--- src/rtl/alu_op_pkg.sv ---
// alu_op_pkg: shared constants for the ALU op issue stage.
//   - opcode values for the eight defined ALU operations
//   - enable-vector bit indices (equal to the opcode value)
//   - sequencer state encoding
//   - default widths and multi-cycle latencies
package alu_op_pkg;

  // Default geometry and latencies
  localparam int unsigned DEF_OPW        = 5;
  localparam int unsigned DEF_NUM_OPS    = 8;
  localparam int unsigned DEF_MUL_CYCLES = 17;
  localparam int unsigned DEF_DIV_CYCLES = 33;
  localparam int unsigned DEF_CNT_W      = 16;

  // Opcode map
  localparam int unsigned OP_ADD = 0;
  localparam int unsigned OP_SUB = 1;
  localparam int unsigned OP_AND = 2;
  localparam int unsigned OP_OR  = 3;
  localparam int unsigned OP_SLL = 4;
  localparam int unsigned OP_SRA = 5;
  localparam int unsigned OP_MUL = 6;
  localparam int unsigned OP_DIV = 7;

  // Enable bit positions match the opcode values
  localparam int unsigned EN_ADD = OP_ADD;
  localparam int unsigned EN_SUB = OP_SUB;
  localparam int unsigned EN_AND = OP_AND;
  localparam int unsigned EN_OR  = OP_OR;
  localparam int unsigned EN_SLL = OP_SLL;
  localparam int unsigned EN_SRA = OP_SRA;
  localparam int unsigned EN_MUL = OP_MUL;
  localparam int unsigned EN_DIV = OP_DIV;

  // Sequencer states
  typedef enum logic [1:0] {
    ST_IDLE = 2'd0,
    ST_EXEC = 2'd1,
    ST_HOLD = 2'd2
  } seq_state_e;

endpackage : alu_op_pkg

--- src/rtl/alu_op_onehot_dec.sv ---
// alu_op_onehot_dec: combinational opcode decode.
// Ports:
//   opcode     in  OPW      ALU opcode
//   onehot     out NUM_OPS  one-hot enable (all zero for undefined codes)
//   illegal    out 1        opcode is not one of the defined operations
//   multicycle out 1        opcode is mul or div
module alu_op_onehot_dec
  import alu_op_pkg::*;
#(
  parameter int unsigned OPW     = DEF_OPW,
  parameter int unsigned NUM_OPS = DEF_NUM_OPS
) (
  input  logic [OPW-1:0]     opcode,
  output logic [NUM_OPS-1:0] onehot,
  output logic               illegal,
  output logic               multicycle
);

  // Bit i set exactly when opcode equals i; undefined codes leave the vector zero
  always_comb begin
    onehot = '0;
    for (int unsigned i = 0; i < NUM_OPS; i++) begin
      if (opcode == OPW'(i)) onehot[i] = 1'b1;
    end
    illegal    = ~|onehot;
    multicycle = onehot[EN_MUL] | onehot[EN_DIV];
  end

endmodule : alu_op_onehot_dec

--- src/rtl/alu_op_sequencer.sv ---
// alu_op_sequencer: registered, handshaked ALU op issue stage.
// Accepts an opcode, drives a held one-hot enable for the op's duration,
// pulses out_start on the first cycle, and raises out_valid after the op's
// latency (1 for single-cycle/illegal ops, MUL_CYCLES/DIV_CYCLES otherwise).
// Ports:
//   clock        in  1        system clock, rising edge
//   reset        in  1        synchronous active-high reset
//   in_valid     in  1        opcode offered
//   in_opcode    in  OPW      ALU opcode
//   in_ready     out 1        sequencer can accept this cycle (combinational)
//   out_enables  out NUM_OPS  registered one-hot op enable
//   out_start    out 1        one-cycle pulse on first cycle of an accepted op
//   out_valid    out 1        result of current op valid
//   out_ready    in  1        consumer takes result
//   out_illegal  out 1        current op opcode undefined
//   busy         out 1        op in flight
//   op_count     out CNT_W    accepted ops, wraps
module alu_op_sequencer
  import alu_op_pkg::*;
#(
  parameter int unsigned OPW        = DEF_OPW,
  parameter int unsigned NUM_OPS    = DEF_NUM_OPS,
  parameter int unsigned MUL_CYCLES = DEF_MUL_CYCLES,
  parameter int unsigned DIV_CYCLES = DEF_DIV_CYCLES,
  parameter int unsigned CNT_W      = DEF_CNT_W
) (
  input  logic               clock,
  input  logic               reset,
  input  logic               in_valid,
  input  logic [OPW-1:0]     in_opcode,
  output logic               in_ready,
  output logic [NUM_OPS-1:0] out_enables,
  output logic               out_start,
  output logic               out_valid,
  input  logic               out_ready,
  output logic               out_illegal,
  output logic               busy,
  output logic [CNT_W-1:0]   op_count
);

  // Counter only ever holds LAT-2, so log2 of the longest latency is enough
  localparam int unsigned MAX_LAT = (MUL_CYCLES > DIV_CYCLES) ? MUL_CYCLES : DIV_CYCLES;
  localparam int unsigned CYC_W   = (MAX_LAT > 2) ? $clog2(MAX_LAT) : 1;

  seq_state_e         state;
  logic [CYC_W-1:0]   cyc;
  logic [NUM_OPS-1:0] dec_onehot;
  logic               dec_illegal;
  logic               dec_multi;
  logic               accept;

  alu_op_onehot_dec #(
    .OPW     (OPW),
    .NUM_OPS (NUM_OPS)
  ) u_dec (
    .opcode     (in_opcode),
    .onehot     (dec_onehot),
    .illegal    (dec_illegal),
    .multicycle (dec_multi)
  );

  // Ready when idle, or when the held result is being taken this cycle
  assign in_ready = !reset && ((state == ST_IDLE) || ((state == ST_HOLD) && out_ready));
  assign accept   = in_valid && in_ready;

  // Sequencer state and registered outputs
  always_ff @(posedge clock) begin
    if (reset) begin
      state       <= ST_IDLE;
      cyc         <= '0;
      out_enables <= '0;
      out_start   <= 1'b0;
      out_valid   <= 1'b0;
      out_illegal <= 1'b0;
      busy        <= 1'b0;
      op_count    <= '0;
    end else begin
      out_start <= 1'b0;
      if (accept) begin
        out_enables <= dec_onehot;
        out_illegal <= dec_illegal;
        out_start   <= 1'b1;
        busy        <= 1'b1;
        op_count    <= op_count + CNT_W'(1);
        if (dec_multi) begin
          // EXEC spans LAT-1 cycles; the counter counts down to zero across them
          state     <= ST_EXEC;
          out_valid <= 1'b0;
          cyc       <= dec_onehot[EN_DIV] ? CYC_W'(DIV_CYCLES - 2) : CYC_W'(MUL_CYCLES - 2);
        end else begin
          state     <= ST_HOLD;
          out_valid <= 1'b1;
          cyc       <= '0;
        end
      end else begin
        case (state)
          ST_EXEC: begin
            if (cyc == '0) begin
              state     <= ST_HOLD;
              out_valid <= 1'b1;
            end else begin
              cyc <= cyc - CYC_W'(1);
            end
          end
          ST_HOLD: begin
            if (out_ready) begin
              state       <= ST_IDLE;
              out_valid   <= 1'b0;
              out_enables <= '0;
              out_illegal <= 1'b0;
              busy        <= 1'b0;
            end
          end
          default: ;
        endcase
      end
    end
  end

endmodule : alu_op_sequencer
--- config.mk ---
export PLATFORM = sky130hd
export DESIGN_NAME = alu_op_sequencer
export DESIGN_NICKNAME = d
export VERILOG_FILES = /design/src/rtl/alu_op_pkg.sv /design/src/rtl/alu_op_onehot_dec.sv /design/src/rtl/alu_op_sequencer.sv
export SDC_FILE = /design/constraint.sdc
export NUM_CORES = 1
export LEC_CHECK = 0
export ABC_CLOCK_PERIOD_IN_PS = 2910
export BUFFER_PORTS_ARGS = -buffer_cell sky130_fd_sc_hd__buf_2
export CAP_MARGIN = 30
export CELL_PAD_IN_SITES_DETAIL_PLACEMENT = 2
export CELL_PAD_IN_SITES_GLOBAL_PLACEMENT = 2
export CORE_MARGIN = 1.5
export CORE_UTILIZATION = 24
export CTS_CLUSTER_SIZE = 20
export DETAILED_ROUTE_END_ITERATION = 8
export PLACE_DENSITY_LB_ADDON = 0.1
export REMOVE_ABC_BUFFERS = 1
export SLEW_MARGIN = 20
export SYNTH_ARGS = -nofsm -noshare
export SYNTH_HDL_FRONTEND = slang
export SYNTH_SLANG_ARGS = --single-unit
--- constraint.sdc ---
create_clock -name clock -period 2.91 [get_ports clock]
set_clock_uncertainty 0.05 [all_clocks]
set_input_delay 0.291 -clock clock [delete_from_list [all_inputs] [get_ports clock]]
set_output_delay 0.291 -clock clock [all_outputs]
set_load 0.1 [all_outputs]
==> reports/metrics.cfg, run 1 <==
[run_status]
status=complete, but fails checks
failed_checks=DRC

[critical_path]
crit_cells=6
cp-startpoint=cyc[0]
cp-start-kind=flip-flop
cp.arrival_ps=2190
r2r-start=cyc[0]
regToRegEndpoint=cyc[1]
path_cells=inv_1 > ha_1 > or4b_1 > o21ai_1 > o21ai_0 > a221oi_1
endpoint=cyc[1]
rrSetupSlack_ps=860
crit_fanout=6
path_class=flip-flop to flip-flop
rr_worst_depth=6
critical_path.max_stage_delay_ps=490
critical_path.top_delay_family=compound AO/OA/AOI/OAI gates
cp-end-kind=flip-flop
cp.buffers_inverters=1
cp.required_ps=3050
slowest_stage=or4b_1

[power_and_ir_drop]
total_power_mw=1.01
p_per_area_nw_per_um2=510
peakVddDrop_mv=0.186
p_leak_nw=0.798

[clock_tree]
clk-insertion-delay-late_ps=280
cts_tree=yes
cts_hold_repair.buffers=0
post_cts_resized=0
root_buffer=clkbuf_8
cts-htree-levels=2
clk_pin_slew_worst_paths_ps=80
cts_setup_buffers=0
cts_inserted_buffers=5
clock_sinks=35
cts_max_path_buffers=2

[logic_synthesis]
yosys.area.top_type=dfxtp_1
yosys-mux-area-fraction=0.0131
synth_cells=189
synth-edff-count=0
synthAdderAreaFrac=0.0231
yosys_warnings=0
synth_top_area_frac=0.431
synth_xor_area_frac=0.0324
synthTopCellsByCount=dfxtp_1 (35), nor2_1 (19), a21oi_1 (16), nand2_1 (10), inv_1 (9)
synth_most_common_cell=dfxtp_1
synth-async-reset-ratio=0
synth_ff_type=dfxtp_1
avgSynthCellArea_sq_um=8.59
synth-seq-cells=35
synth_compound_area_frac=0.195
ys_types=47
syn_area_sq_um=1620
synth_simple_gate_area_frac=0.263
synth_area_leaders=dfxtp_1 (43%), a21oi_1 (4.9%), nor2_1 (4.4%)
synth_top_family_by_area=simple AND/OR/NAND/NOR gates
seq_area_frac_synth=0.431

[floorplanning]
die_height_um=85.3
core_sq_um=6460
start_util=0.251
fp.dieArea_sq_um=7270
num_rows=29
die_w_um=85.3
boundaryPins=38

[sta]
slew_headroom=0.414
finalCritPeriodShare=0.705
tightest_slew_ps=871
finalSetupTns_ps=0
post-route-min-period_ps=2050
hold_viol_final=0
maxSlewViolCount=0
setup_viol=0
rsz0062_at_grt=no
fmax_ghz=0.488

[finish]
diodes=0
final_layout_size_suffix_gt1_frac=0.247
fin_cells=304
layout.nets=239
area_growth_syn_to_layout_pct=21.7

[grt]
first_global_vias=1697
grt_pass1_wl_um=8310
antenna_found_initial=0
overflow=0
groute.usage.overall=0.142
grt_max_degree=20

[detailed_routing]
dr.pass1.iters=6
postRouteWirelength_um=4970
ant_nets=0
remaining_drc_errors=3
num_vias=1577
wire_per_inst_um=16.3
first_iter_violations=50
via_per_inst=5.19

[place]
hpwl_um=3750
gp_congestion=0.717
place.port_buffers=37
placedCellCount=297

[job]
maxCapViolCount=0

[hold_path]
hold_class=input port to flip-flop

==> logic make-up after synthesis <==
| logic type | after synthesis |
|---|---|
| AND/OR/NAND/NOR | 77 |
| AO/OA/AOI/OAI | 48 |
| flip-flops | 35 |
| buffers and inverters | 18 |
| XOR/XNOR | 6 |
| adder cells (fa/ha/maj) | 3 |
| multiplexers | 2 |
==> power breakdown <==
| group | total (mW) | leakage [nW] | switching [mW] | internal (mW) |
|---|---|---|---|---|
| clock | 0.364 | 0.0470 | 0.178 | 0.186 |
| combinational | 0.144 | 0.467 | 0.110 | 0.0346 |
| sequential | 0.500 | 0.284 | 0.0104 | 0.489 |
| total | 1.01 | 0.798 | 0.298 | 0.710 |
==> cells in the final DEF, fill, tap and decap left out, drive strengths merged, types with 6 or more instances in the layout <==
cell    Yosys  layout
nor2       20      20
clkbuf      5       6
dfxtp      35      35
inv        10      10
o31ai       6       6
nand2      10      10
buf         3      39
o21ai       8       8
nand4       6       6
or3         7       7
nand3       8       8
a21oi      16      16
==> per-stage QoR <==
step / utilization / hold WS [ps] / cell area [sq um] / worst slack, ps
floorplan: - / 310 / 1590 / 313
global placement: 0.293 / 391 / 1890 / 912
detailed placement: 0.293 / 404 / 1890 / 787
CTS: 0.306 / 264 / 1980 / 810
global route: 0.306 / 273 / 1980 / 680
finish: 0.306 / 272 / 1980 / 860
==> worst reg2reg max path: cells and delay by family, from the launching register on <==
| family | cells | cell delay [ps] |
|---|---|---|
| compound gates | 3 | 810 |
| simple gates | 1 | 490 |
| flops | 1 | 320 |
| fa+ha+maj | 1 | 180 |
| buf+inv | 1 | 110 |
==> sequential cells by signal (all words and copies together) (netlist names) <==
name,flops
op_count,16
out_enables,8
cyc,6
state,2
busy,1
out_illegal,1
out_start,1
==> per-layer routing <==
metal / wire [um] / vias to the layer above / track usage
li1: - / 769 / -
met5: 0 / - / 0
met3: 128 / 2 / 0.0292
met4: 24 / 0 / 0.0308
met1: 2190 / 779 / 0.166
met2: 2620 / 27 / 0.267
==> area by class of cell <==
class | count | area, sq um
clock buffers | 6 | 82.6
clock inverters | 1 | 5.00
fillers | 771 | 4480
inverters | 10 | 37.5
multi-input cells | 136 | 855
flip-flops and latches | 35 | 701
well taps | 77 | 96.3
repair buffers | 39 | 200
==> how the worst min path moves through the flow <==
| stage | start | end | slack, ps | depth (start not counted) |
|---|---|---|---|---|
| 2_1_floorplan | reset | op_count[10] | 310 | 1 |
| 5_1_grt | in_opcode[0] | out_enables[7] | 270 | 3 |
| 3_5_place_dp | out_enables[7] | out_enables[7] | 400 | 2 |
| 4_1_cts | in_opcode[0] | out_enables[7] | 260 | 3 |
| 3_3_place_gp | out_illegal | out_illegal | 390 | 2 |
| 6_report | in_opcode[0] | out_enables[7] | 270 | 3 |
No activity file was read; power rests on OpenSTA's default activity.
==> inputs of run 2 (changes only) <==
ABC_AREA = 1   (was default)
ABC_CLOCK_PERIOD_IN_PS = 1800   (was 2910)
clock period = 1.8 ns   (was 2.91 ns; I/O delays follow)
==> run 2 against run 1 <==
The flow now finishes without violations. Non-clock buffer count rose by 3. Via count rose by 16%. Combinational power rose by 120%. Cell count rose by 35%. Die area rose by 12%. Sequential share of layout area fell by 3.7 points. First-iteration DRC count rose by 8.0%. Routed wire length rose by 9.2%. Synthesized cell count rose by 42%. Critical path depth fell by 2.
==> reports/metrics.cfg, run 2 <==
[logic_synthesis]
synth_most_common_cell=nand2_1
yosys.area.top_type=dfxtp_1
synth_top_area_frac=0.384  ; -0.0479
yosys_warnings=0  ; unchanged
synth_cells=268  ; +42%
synth-async-reset-ratio=0  ; unchanged
avgSynthCellArea_sq_um=6.82  ; -21%
seq_area_frac_synth=0.384  ; -0.0479
synthTopCellsByCount=nand2_1 (58), nor2_1 (41), inv_1 (39), dfxtp_1 (35)
synth-edff-count=0  ; unchanged
synth_area_leaders=dfxtp_1 (38%), nand2_1 (12%), nor2_1 (8.4%)
ys_types=33  ; -30%
syn_area_sq_um=1830  ; +12%
synth-seq-cells=35  ; unchanged
synth_ff_type=dfxtp_1

[critical_path]
cp.required_ps=1570  ; -1480 ps
path_class=flip-flop to output port
cp.arrival_ps=1310  ; -880 ps
cp-startpoint=state[0]
cp-start-kind=flip-flop
r2r-start=op_count[1]
crit_fanout=3  ; -3
rr_worst_depth=8  ; +2
cp-end-kind=output port

[clock_tree]
cts_hold_repair.buffers=0  ; unchanged
cts_inserted_buffers=5  ; unchanged
root_buffer=clkbuf_8
cts_tree=yes
post_cts_resized=0  ; unchanged
clk_pin_slew_worst_paths_ps=70  ; about the same
cts_setup_buffers=0  ; unchanged
cts_max_path_buffers=2  ; unchanged
cts-htree-levels=2  ; unchanged
clock_sinks=35  ; unchanged
clk-insertion-delay-late_ps=290  ; about the same

[power_and_ir_drop]
peakVddDrop_mv=0.247  ; +33%
p_sw_frac=0.330  ; +0.0339
intPower_mw=1.14  ; +61%
clkPwrFrac=0.335  ; -0.026
seqPwrFrac=0.479  ; -0.017
power_frac_comb=0.187  ; +0.044
p_per_area_nw_per_um2=772  ; +52%
p_switching_mw=0.562  ; +89%
p_leak_nw=1.06  ; +33%

[sta]
hold_viol_final=0  ; unchanged
finalSetupTns_ps=0  ; unchanged
finalWorstSetupSlack_ps=255  ; -604 ps
tightest_slew_ps=534  ; -337 ps
slew_headroom=0.644  ; +0.230
fmax_ghz=0.647
post-route-min-period_ps=1540
rsz0062_at_grt=no
maxSlewViolCount=0  ; unchanged
finalCritPeriodShare=0.858
setup_viol=0  ; unchanged

[finish]
top_register=op_count
diodes=0  ; unchanged
fill_cells=909  ; +18%
area_growth_syn_to_layout_pct=20.8
top_regs=op_count x16, out_enables x8, cyc x6
final_common_cell=nand2_1
final_layout_size_suffix_gt1_frac=0.192  ; -0.0544
fin_cells=411  ; +35%
final_cell_mix=nand2_1 (58), nor2_1 (41), inv_1 (39)
largest_reg_flops=16  ; unchanged
layout.nets=323  ; +35%
final_util=0.303  ; -0.00341

[place]
dp_slack_ps=262  ; -526 ps
gp_congestion=0.733  ; +2.2%
place.port_buffers=37  ; unchanged
hpwl_um=4250  ; +13%
placedCellCount=403  ; +36%

[detailed_routing]
wire_per_inst_um=13.2  ; -19%
first_iter_violations=54  ; +8.0%
via_per_inst=4.44  ; -14%
ant_nets=0  ; unchanged
remaining_drc_errors=0  ; -3
num_vias=1825  ; +16%
dr.pass1.iters=3  ; -3
postRouteWirelength_um=5430  ; +9.2%

[floorplanning]
start_util=0.251  ; -0.000938
die_height_um=90.2  ; +5.8%
core_sq_um=7290  ; +13%
die_w_um=90.2  ; +5.8%
fp.dieArea_sq_um=8140  ; +12%
boundaryPins=38  ; unchanged
num_rows=31  ; +6.9%

[grt]
overflow=0  ; unchanged
grt_pass1_wl_um=9170  ; +10%
groute.usage.overall=0.140  ; -0.00235
grt_max_degree=17  ; -15%
first_global_vias=1936  ; +14%
antenna_found_initial=0  ; unchanged

[job]
maxCapViolCount=0  ; unchanged

[hold_path]
hold_class=input port to flip-flop
hp-start=reset
min_path_cells=2  ; -1

[run_status]
status=complete, no violations

==> run 2: critical path: stages (launching register included) <==
cell and delay, ps:
dfxtp_1 350, nor2_4 140, nand2_1 80, inv_1 50, buf_2 410
==> run 2: kinds of logic after synthesis <==
family,share of synthesized area
flops,0.384
simple gates,0.376
compound gates,0.107
buf+inv,0.108
fa+ha+maj,0.0206
xor+xnor,0.00480
==> run 2: path summary, 6_finish.rpt <==
path	to	slack, ps
worst max-delay path	in_ready	260
worst min-delay path	op_count[7]	130
worst max register to register	op_count[12]	270
worst min register to register	out_enables[7]	410
==> run 2: area by class of cell <==
type	instances	area, sq um	area share
clock inverter	1	5.00	0.00227
inverter	40	150	0.0680
timing repair buffer	42	223	0.101
sequential	35	701	0.317
tap	99	124	0.0561
multi-input combinational	187	928	0.421
clock buffer	7	76.3	0.0346
==> run 2: power groups by stage <==
stage | sequential [mW] | combinational (mW) | clock [mW]
finish | 0.816 | 0.318 | 0.570
floorplan | 0.920 | 0.143 | 0
detailed placement | 0.835 | 0.324 | 0
global route | 0.820 | 0.351 | 0.644
global placement | 0.834 | 0.322 | 0
CTS | 0.817 | 0.325 | 0.611
==> run 2: per-layer routing <==
metal  global-route usage  up-vias  routed length (um)
met2                0.238       26                2530
li1                     -      939                   -
met3               0.0347        6                 173
met1                0.173      854                2650
met5                    0        -                   0
met4               0.0437        0                  70
==> run 2: metrics by stage <==
stage | total power, mW | hold slack, ps | cell area, sq um
after global placement | 1.16 | 397 | 2130
after global routing | 1.82 | 122 | 2210
after CTS | 1.75 | 116 | 2210
after floorplan | 1.06 | 199 | 1780
after detailed placement | 1.16 | 408 | 2130
final | 1.70 | 131 | 2210
==> inputs of run 3 (changes only) <==
ABC_CLOCK_PERIOD_IN_PS = 1750   (was 1800)
clock period = 1.75 ns   (was 1.8 ns; I/O delays follow)
==> run 3 against run 2 <==
First-iteration DRC count fell by 48%. Highest routed layer unchanged. Combinational power rose by 6.3%. Sequential power rose by 2.9%. Non-clock buffer count rose by 1. Final area rose by 3.2%. Flip-flop and latch count did not move. Via count rose by 0.77%. Worst setup slack got worse by 45 ps.
==> reports/metrics.cfg, run 3 (synthesis gave the netlist of run 2 again) <==
[run_status]
status=complete, no violations

[clock_tree]
cts-htree-levels=2  ; unchanged
cts_inserted_buffers=5  ; unchanged
clk-insertion-delay-late_ps=290  ; about the same
cts_max_path_buffers=2  ; unchanged
cts_hold_repair.buffers=0  ; unchanged
clock_sinks=35  ; unchanged
post_cts_resized=0  ; unchanged
clk_pin_slew_worst_paths_ps=80  ; about the same
cts_tree=yes
cts_setup_buffers=0  ; unchanged
root_buffer=clkbuf_8

[floorplanning]
fp.dieArea_sq_um=8140  ; unchanged
die_height_um=90.2  ; unchanged
num_rows=31  ; unchanged
die_w_um=90.2  ; unchanged
boundaryPins=38  ; unchanged
core_sq_um=7290  ; unchanged
start_util=0.251  ; unchanged

[sta]
finalCritPeriodShare=0.880
rsz0062_at_grt=no
tightest_slew_ps=508  ; -26.5 ps
hold_viol_final=0  ; unchanged
post-route-min-period_ps=1540
hold_slack_ps=104  ; -26.8 ps
setup_viol=0  ; unchanged
finalSetupTns_ps=0  ; unchanged
maxSlewViolCount=0  ; unchanged
finalWorstSetupSlack_ps=211  ; -44.9 ps
fmax_ghz=0.650
slew_headroom=0.661  ; +0.0177

[grt]
first_global_vias=2043  ; +5.5%
grt_max_degree=17  ; unchanged
overflow=0  ; unchanged
antenna_found_initial=0  ; unchanged
grt_pass1_wl_um=9860  ; +7.5%
groute.usage.overall=0.150  ; +0.0101

[detailed_routing]
remaining_drc_errors=0  ; unchanged
postRouteWirelength_um=5560  ; +2.4%
wire_per_inst_um=13.5  ; +2.1%
dr.pass1.iters=4  ; +1
ant_nets=0  ; unchanged
num_vias=1839  ; +0.77%
first_iter_violations=28  ; -48%
via_per_inst=4.46  ; +0.52%

[power_and_ir_drop]
total_power_mw=2.07  ; +22%
p_leak_nw=1.10  ; +3.1%
p_per_area_nw_per_um2=910  ; +18%
power_frac_comb=0.163  ; -0.024
intPower_mw=1.47  ; +29%
p_switching_mw=0.598  ; +6.5%
clkPwrFrac=0.432  ; +0.097
peakVddDrop_mv=0.359  ; +45%
seqPwrFrac=0.405  ; -0.074
p_sw_frac=0.289  ; -0.0409

[finish]
final_common_cell=nand2_1
largest_reg_flops=16  ; unchanged
final_cell_mix=nand2_1 (58), nor2_1 (41), inv_1 (39)
top_register=op_count
final_layout_size_suffix_gt1_frac=0.198  ; +0.00578
top_regs=op_count x16, out_enables x8, cyc x6
area_growth_syn_to_layout_pct=24.7
layout.nets=324  ; +0.31%
fill_cells=935  ; +2.9%
diodes=0  ; unchanged

[hold_path]
hold_class=input port to flip-flop

[place]
gp_congestion=0.740  ; +1.0%
dp_slack_ps=209  ; -52.4 ps
hpwl_um=4240  ; -0.23%
place.port_buffers=37  ; unchanged

[critical_path]
r2r-start=op_count[0]
cp-start-kind=flip-flop
regToRegEndpoint=op_count[14]
path_class=flip-flop to flip-flop
cp.arrival_ps=1690  ; +380 ps
cp.required_ps=1900  ; +330 ps
crit_fanout=5  ; +2
endpoint=op_count[14]
cp-startpoint=op_count[0]
rrSetupSlack_ps=210  ; -60 ps
cp-end-kind=flip-flop
rr_worst_depth=8  ; unchanged

[job]
maxCapViolCount=0  ; unchanged

-- run 3: cell types whose count changed in the layout (fill, tap and decap cells not counted) --
cell	change
buf_12	+1
bufinv_16	+2
clkbuf_1	-1
clkinv_2	-1
-- run 3: layout make-up --
class | instances | area (sq um) | area share
repair buffers | 43 | 243 | 0.107
clock inverters | 2 | 60.1 | 0.0264
multi-input cells | 187 | 928 | 0.407
well taps | 99 | 124 | 0.0544
clock buffers | 6 | 72.6 | 0.0319
flip-flops and latches | 35 | 701 | 0.308
inverters | 40 | 150 | 0.0659
-- run 3: worst min path at each step --
stage,slack (ps),cells after the start,startpoint,endpoint
global placement,400,2,out_enables[2],out_enables[2]
detailed placement,400,2,out_enables[5],out_enables[5]
global route,110,2,reset,out_enables[3]
floorplan,190,1,reset,op_count[1]
CTS,100,2,reset,out_enables[3]
finish,100,2,reset,out_enables[3]
-- run 3: per-stage QoR --
step                      std cells  area [sq um]   util
after global routing            412          2280  0.312
after floorplan                 262          1780      -
after CTS                       412          2280  0.312
final                           412          2280  0.312
after detailed placement        404          2150  0.294
after global placement          404          2150  0.294
-- run 3: critical path, cell delays in order, from the launching register on --
cell	delay, ps
dfxtp_1	390
ha_1	220
nand2_1	80
inv_1	80
nand2_1	110
nor3_4	270
nand3_1	100
nand2_1	80
nor2_1	50
-- run 3: per-layer routing --
| metal | vias to the layer above | part of all wire | GRT usage |
|---|---|---|---|
| met5 | - | 0 | 0 |
| met4 | 0 | 0.014 | 0.0476 |
| met3 | 6 | 0.029 | 0.0271 |
| met2 | 25 | 0.46 | 0.249 |
| met1 | 871 | 0.50 | 0.196 |
| li1 | 937 | - | - |
-- run 3: power groups by stage --
stage	Sequential [mW]	Clock, mW	Combinational [mW]
floorplan	0.947	0	0.148
global placement	0.858	0	0.339
detailed placement	0.859	0	0.343
CTS	0.841	0.928	0.345
global route	0.845	0.963	0.375
finish	0.840	0.895	0.338
